`src/rtl/mips_ex_pkg.sv`:
```
// mips_ex_pkg
// Shared definitions for the MIPS-Lite EX-stage units.
//   - Signal opcodes used to select HI/LO reads onto an EX unit's data output.
//   - The multiply controller state type.
// No ports: this is a package imported by the EX units.
package mips_ex_pkg;

    // Read-select opcodes carried on the 3-bit Signal bus
    localparam logic [2:0] SIG_MFHI = 3'b110;
    localparam logic [2:0] SIG_MFLO = 3'b111;

    // Iterative multiplier controller states
    typedef enum logic [1:0] {
        IDLE = 2'b00,
        RUN  = 2'b01,
        DONE = 2'b10
    } multu_state_t;

    // True when the opcode is a HI/LO register read
    function automatic logic is_hilo_read(input logic [2:0] sig);
        return (sig == SIG_MFHI) || (sig == SIG_MFLO);
    endfunction

endpackage

```
`src/rtl/multu_step.sv`:
```
// multu_step
// Combinational single iteration of the unsigned shift-add multiplier.
// The running product holds the partial sum in its upper half and the
// not-yet-retired multiplier bits in its lower half.
// Build option: MULTU_RADIX4_EN retires two multiplier bits per call
// instead of one (WIDTH must then be even).
// Ports:
//   mcand     in  WIDTH    multiplicand
//   prod      in  2*WIDTH  current running product
//   prod_next out 2*WIDTH  running product after this iteration
module multu_step #(
    parameter int WIDTH = 32
) (
    input  logic [WIDTH-1:0]   mcand,
    input  logic [2*WIDTH-1:0] prod,
    output logic [2*WIDTH-1:0] prod_next
);

`ifdef MULTU_RADIX4_EN
    logic [WIDTH+1:0] sum;
    logic [WIDTH+1:0] add_lo;
    logic [WIDTH+1:0] add_hi;

    // Two partial products at once; the sum needs two guard bits because
    // upper + 3*mcand can reach almost 4*2^WIDTH. The shift by two drops
    // the two multiplier bits just consumed.
    always_comb begin
        add_lo    = prod[0] ? {2'b00, mcand} : '0;
        add_hi    = prod[1] ? {1'b0, mcand, 1'b0} : '0;
        sum       = {2'b00, prod[2*WIDTH-1:WIDTH]} + add_lo + add_hi;
        prod_next = {sum, prod[WIDTH-1:2]};
    end
`else
    logic [WIDTH:0] sum;
    logic [WIDTH:0] addend;

    // The carry out of the add becomes the new MSB after the shift, so no
    // product bit is ever lost.
    always_comb begin
        addend    = prod[0] ? {1'b0, mcand} : '0;
        sum       = {1'b0, prod[2*WIDTH-1:WIDTH]} + addend;
        prod_next = {sum, prod[WIDTH-1:1]};
    end
`endif

endmodule

```
`src/rtl/multu_unit.sv`:
```
// multu_unit
// Multi-cycle unsigned multiplier (MULTU) for the EX stage, with the HI/LO
// register pair and the MFHI/MFLO read mux.
// Build option: MULTU_RADIX4_EN halves the iteration count (two multiplier
// bits per RUN cycle); results are identical either way.
// Ports:
//   clk      in   clock, rising edge
//   rst      in   synchronous active-high reset
//   start    in   one-cycle MULTU request, honoured only in IDLE
//   dataA    in   WIDTH  multiplicand (rs)
//   dataB    in   WIDTH  multiplier (rt)
//   Signal   in   3      read-select opcode (MFHI/MFLO)
//   busy     out  operation in progress
//   done     out  one-cycle pulse, HI/LO just loaded
//   hi, lo   out  WIDTH  registered result halves
//   dataOut  out  WIDTH  hi/lo selected by Signal, else zero
module multu_unit #(
    parameter int WIDTH = 32
) (
    input  logic             clk,
    input  logic             rst,
    input  logic             start,
    input  logic [WIDTH-1:0] dataA,
    input  logic [WIDTH-1:0] dataB,
    input  logic [2:0]       Signal,
    output logic             busy,
    output logic             done,
    output logic [WIDTH-1:0] hi,
    output logic [WIDTH-1:0] lo,
    output logic [WIDTH-1:0] dataOut
);

    import mips_ex_pkg::*;

`ifdef MULTU_RADIX4_EN
    localparam int ITERS = WIDTH / 2;
`else
    localparam int ITERS = WIDTH;
`endif
    localparam int CNT_W = (ITERS > 1) ? $clog2(ITERS) : 1;
    localparam logic [CNT_W-1:0] LAST_CNT = CNT_W'(ITERS - 1);

    multu_state_t       state;
    multu_state_t       state_next;
    logic [CNT_W-1:0]   cnt;
    logic [WIDTH-1:0]   mcand;
    logic [2*WIDTH-1:0] prod;
    logic [2*WIDTH-1:0] prod_next;
    logic               last_iter;

    multu_step #(.WIDTH(WIDTH)) u_step (
        .mcand     (mcand),
        .prod      (prod),
        .prod_next (prod_next)
    );

    // The iteration that leaves RUN is the one processing the final count
    always_comb begin
        last_iter = (state == RUN) && (cnt == LAST_CNT);
    end

    // State register
    always_ff @(posedge clk) begin
        if (rst) begin
            state <= IDLE;
        end else begin
            state <= state_next;
        end
    end

    // Next state and status outputs; DONE always lasts exactly one cycle
    always_comb begin
        state_next = state;
        busy       = 1'b0;
        done       = 1'b0;
        case (state)
            IDLE: begin
                if (start) begin
                    state_next = RUN;
                end
            end
            RUN: begin
                busy = 1'b1;
                if (last_iter) begin
                    state_next = DONE;
                end
            end
            DONE: begin
                busy       = 1'b1;
                done       = 1'b1;
                state_next = IDLE;
            end
            default: begin
                state_next = IDLE;
            end
        endcase
    end

    // Operand capture, iteration and result load. HI/LO are written only on
    // the final iteration so reads during a multiply see the previous result.
    always_ff @(posedge clk) begin
        if (rst) begin
            cnt   <= '0;
            mcand <= '0;
            prod  <= '0;
            hi    <= '0;
            lo    <= '0;
        end else begin
            case (state)
                IDLE: begin
                    if (start) begin
                        mcand <= dataA;
                        prod  <= {{WIDTH{1'b0}}, dataB};
                        cnt   <= '0;
                    end
                end
                RUN: begin
                    prod <= prod_next;
                    cnt  <= cnt + CNT_W'(1);
                    if (last_iter) begin
                        hi <= prod_next[2*WIDTH-1:WIDTH];
                        lo <= prod_next[WIDTH-1:0];
                    end
                end
                default: begin
                end
            endcase
        end
    end

    // Zero-latency read mux shared with the other EX units' result path
    always_comb begin
        dataOut = '0;
        if (is_hilo_read(Signal)) begin
            dataOut = (Signal == SIG_MFHI) ? hi : lo;
        end
    end

endmodule

```
`config.mk`:
```
export PLATFORM = sky130hd
export DESIGN_NAME = multu_unit
export DESIGN_NICKNAME = d
export VERILOG_FILES = /design/src/rtl/mips_ex_pkg.sv /design/src/rtl/multu_step.sv /design/src/rtl/multu_unit.sv
export SDC_FILE = /design/constraint.sdc
export NUM_CORES = 1
export LEC_CHECK = 0
export BUFFER_PORTS_ARGS = -buffer_cell sky130_fd_sc_hd__buf_2
export CORE_ASPECT_RATIO = 1.2
export CORE_UTILIZATION = 30
export CTS_CLUSTER_SIZE = 20
export DETAILED_ROUTE_END_ITERATION = 16
export PLACE_DENSITY = 0.46
export SYNTH_ARGS = -nofsm -noshare
export SYNTH_HDL_FRONTEND = slang
export SYNTH_HIERARCHICAL = 1
export SYNTH_SLANG_ARGS = --single-unit
```
`constraint.sdc`:
```
create_clock -name clk -period 3 [get_ports clk]
set_clock_uncertainty 0.1 [all_clocks]
set_input_delay 0.15 -clock clk [delete_from_list [all_inputs] [get_ports clk]]
set_output_delay 0.15 -clock clk [all_outputs]
set_load 0.01 [all_outputs]
```
* Yosys cells after proc, flatten, opt, wreduce, memory -nomap -nowiden *
Cells that the tools add are included.

word-level totals
  register bits = 167
  latch bits = 0
  memory bits (writable) = 0
  bits in read-only memories = 0
  bits of input ports = 70
  output and inout bits = 98
  memories kept = 0

operators by class
  $add $sub $neg = 2
  multiply operators = 0
  divide/modulo/power cells = 0
  order comparisons = 0
  eq/ne operators = 7
  shift operators = 0
  muxes and demuxes = 12
  bitwise operators = 0
  reduce and logical (&&, ||, !) cells = 9

operators with widths
  operator                                                                count
  64-bit one-hot mux with 2 select lines                                  1
  32-bit two-way mux                                                      3
  64-bit two-way mux                                                      1
  32-bit by 33-bit adder with 33-bit output                               1
  5-bit one-hot mux with 2 select lines                                   1
  2-bit AND reduction                                                     4
  3-bit equality test (second input constant)                             2
  5-bit by 1-bit adder with 5-bit output (second input constant)          1
  5-bit equality test (second input constant)                             1
  5-bit two-way mux                                                       1
  2-bit two-way mux                                                       2
  2-bit inequality test (second input constant)                           2
  2-bit one-hot mux with 2 select lines                                   1
  2-bit by 1-bit equality test with 1-bit output (second input constant)  1
  2-bit equality test (second input constant)                             1
  2-bit logical NOT                                                       1
  1-bit two-way mux                                                       2
  2-bit nonzero test                                                      1
  2-bit OR reduction                                                      1
  1-bit logical AND                                                       1
  1-bit logical OR                                                        1

* Logic depth before layout (Yosys ltp) *
  depth after elaboration = 4
  mapped depth = 13
  mapped depth without buffers = 12

* Cells and area by module *
The synthesis kept the hierarchy.

modules (own cells, without submodules)
  module      times used  cells an instance  area an instance (µm²)  seq. area each (µm²)
  multu_unit  1           791                6909.1                  3343.2
  multu_step  1           295                2187.1                  0.0

* Worst setup path before layout *
Ideal clock, no wire load.

  kind = reg2reg
  from = reg prod[0]
  to = reg prod[61]
  arrival = 2.643 ns
  path slack = 0.130 ns
  stages on the path, launching flop included = 13
  buffers on the path = 0
  period minus slack after synthesis = 2.870 ns
  cells stage by stage = dfxtp_1 and2_1 ha_1 fa_1 a211o_1 a211oi_2 o31ai_2 a31oi_4 a21oi_2 a211oi_1 nor2b_1 a32oi_1 nor2_1

between the ends
  cells in the longest elaborated chain, start to end = 3

RTL lines
  element                                    RTL line           source
  from (decl)                                multu_unit.sv:47   logic [2*WIDTH-1:0] prod;
  from (signal assigned)                     multu_unit.sv:113  prod <= {{WIDTH{1'b0}}, dataB};
  from (signal assigned)                     multu_unit.sv:118  prod <= prod_next;
  32-bit two-way mux                         multu_step.sv:40   addend = prod[0] ? {1'b0, mcand} : '0;
  32-bit by 33-bit adder with 33-bit output  multu_step.sv:41   sum = {1'b0, prod[2*WIDTH-1:WIDTH]} + addend;
  net prod_next[61]                          multu_unit.sv:48   logic [2*WIDTH-1:0] prod_next;
  64-bit one-hot mux with 2 select lines     multu_unit.sv:109  case (state)

The timed path passes the listed nets, and every way through them passes these cells.
A chain may end at the register's enable or synchronous reset.

* Worst setup path in the final report *
  from = reg prod[0]
  to = reg prod[63]

The elaborated chain is that of the path after synthesis.

==> run metrics <==
worst-path cell chain=and2_4 -> ha_4 -> fa_2 -> a211o_1 -> a211oi_4 -> o31ai_4 -> a31oi_4 -> o211a_1 -> o21ai_1 -> a21o_1 -> a32oi_1 -> nor2_1; area delta synth->final=28.61%; post-layout util=39.39%; pin count of the biggest net entering global routing=77; worst-margin pin slew=725.7 ps; status=finished with violations; clk sinks=167; Max-cap violations=0; die width=between 150 and 200 um; total wire length=26670 um; FF+latch area=roughly 3300 um^2; EDFF count, synth=0; clock latency on the worst-skew pair=430 ps; Final Max Tran Viols=0; type of origin of the critical path=register; global-route wire length before repair=42510 um; Hold Crit Class=in -> reg; register area share after synthesis=36.75%; Worst EP required=3210 ps; crit path time final=3008 ps; cell family with most CP delay=compound AO/OA/AOI/OAI gates; DR DRC count=0; Fillers=approximately 3100; CTS tree=yes; clock slew at reported path FFs=60 ps; fin worst setup slack=-8.113 ps; DP HPWL=18490 um; Unique masters post-synth=59; DRT Pass-1 Iters=5; I/O Buffers=approximately 170; initial DRC count=395; final-report hold violation count=0; relative max-transition margin=51.62%; commonest non-fill, non-tap cell in the layout=nand2_1; Leak Pwr=5.124 nW; Initial Util=30.63%; failing checks=setup timing; CTS Buffer Depth=2; most frequent cells in the layout=217 x nand2_1, 166 x buf_2, 165 x dfxtp_1; Post-Place Cells=1589; final non-filler cell total=approximately 1700; layout cells sized above 1=25.73%; Yosys reg bits=around 170; RSZ-0062 raised after global routing=true; Post-DP Area=a little over 10000 um^2; GRT Total Usage=17.24%; fin crit share=100.3%; row count=69; # IOs=168; Crit path buffers/inverters=0; routed len/inst=between 15 and 20 um; Layout Nets=1393; Fmax=about 0.33 GHz; vias in the first global route=slightly below 8000; syn nets=approximately 1200; die area=31020 um^2; post-synthesis async set-or-reset flop share=0%; routability cong.=0.8020; CTS buffer count=17; power density over the cells=463.7 nW/um^2; antenna-violating nets left=0; Max stage delay on crit path=360 ps; CORE AREA=~30000 um^2; CTS Root Cell=clkbuf_16; ys flop type=dfxtp_1; detailed-route via count=8041; WP data arrival=around 3200 ps; Max rail drop VDD=0.3234 mV; Mapped Area=9096 um^2; multi-input logic area=between 5000 and 6000 um^2; initial antenna violation count=0; design area=roughly 12000 um^2; # setup viols final=1; Synth Instances=1086; CP endpoint kind=register; CP Class=reg -> reg; slowest stage cell on the critical path=fa_2; antenna diode count=0; GRT overflow=0; Via density=~4.8; crit path max fanout=4; CTS H-tree lvls=4; die height=192.7 um; synthesized area per cell=8.376 um^2; warnings from Yosys=6
-- report_power, final --
| part | switching, mW | total (mW) | internal, mW |
|---|---|---|---|
| sequential | 0.0586 | 2.36 | 2.30 |
| combinational | 0.391 | 0.688 | 0.297 |
| clock | 0.972 | 2.38 | 1.40 |
-- area by class of cell --
type | instances | share of cell area [%]
multi-input combinational | 800 | 44.88
sequential | 167 | 28.60
timing repair buffer | 287 | 16.61
tap | 390 | 4.171
clock buffer | 18 | 3.668
clock inverter | 14 | 1.690
inverter | 12 | 0.3850
-- routing by layer --
metal / wire length, um / global-route usage, %
met1: 13130 / 23.40
met2: 12320 / 28.27
met3: 917 / 2.686
met4: 303 / 4.572
met5: 0 / 0
-- worst paths after layout --
path	startpoint	endpoint	slack (ps)	depth (start not counted)
min	dataB[31]	prod[31]$_SDFFE_PP0P_	30	3
max	prod[0]$_SDFFE_PP0P_	prod[63]$_SDFFE_PP0P_	-8	12
min reg2reg	mcand[21]$_SDFFE_PP0P_	mcand[21]$_SDFFE_PP0P_	350	2
max reg2reg	prod[0]$_SDFFE_PP0P_	prod[63]$_SDFFE_PP0P_	-8	12
-- state kept, by name, summed over array words and instances, names as in the netlist --
signal	count
hi	32
cnt	5
lo	32
mcand	32
prod	64
state	2
-- logic make-up after synthesis --
| family | count (synthesis) | share of synthesized area (%) |
|---|---|---|
| AO/OA/AOI/OAI | 271 | 21.88 |
| XOR/XNOR | 29 | 2.792 |
| adder cells (fa/ha/maj) | 38 | 5.309 |
| buffers and inverters | 119 | 7.634 |
| flip-flops | 167 | 36.75 |
| multiplexers | 66 | 7.455 |
| AND/OR/NAND/NOR | 396 | 18.17 |
-- stage by stage --
step	setup slack (ps)	power (mW)	TNS (ps)	hold WS, ps
2_1_floorplan	129.9	2.918	0	186.0
3_3_place_gp	-7.824	3.028	-7.824	293.1
3_5_place_dp	-118.0	3.038	-390.4	299.1
4_1_cts	19.04	5.507	0	10.10
5_1_grt	-146.0	5.660	-685.1	31.20
6_report	-8.113	5.425	-8.113	29.22
-- worst register-to-register path, delay by kind of cell (launching register included) --
kind | cells | cell delay [ps]
flops | 1 | 340
simple gates | 2 | 190
fa+ha+maj | 2 | 520
compound gates | 8 | 1740
-- synth_stat cells (all sizes together) (3+ instances only) --
library cell	count	area [um^2]
o21bai	4	30.03
nand2b	3	18.77
mux2i	65	663.1
and3	3	18.77
nand4	4	25.02
dfxtp	167	3343
xor2	14	122.6
a32oi	34	297.8
o31ai	3	27.52
clkbuf	26	97.59
inv	12	45.04
and2	35	219.0
o211ai	4	35.03
nor2	111	416.7
nand3	8	40.04
a211oi	38	450.4
a31oi	7	58.81
o21a	4	30.03
a21oi	126	638.1
o21ai	12	63.81
nand2	219	829.5
nor3	5	30.03
ha	37	462.9
xnor2	15	131.4
a21o	22	165.2
buf	81	551.8
-- repair_timing --
item | CTS | global route
buffers inserted | 2 | 3
gates resized for setup | 15 | 18
hold buffers | 62 | 0
pin swaps | 10 | 18
setup endpoints to repair | 9 | 24
endpoints found under the hold margin | 62 | 0
(Power assumes the default switching activity.)
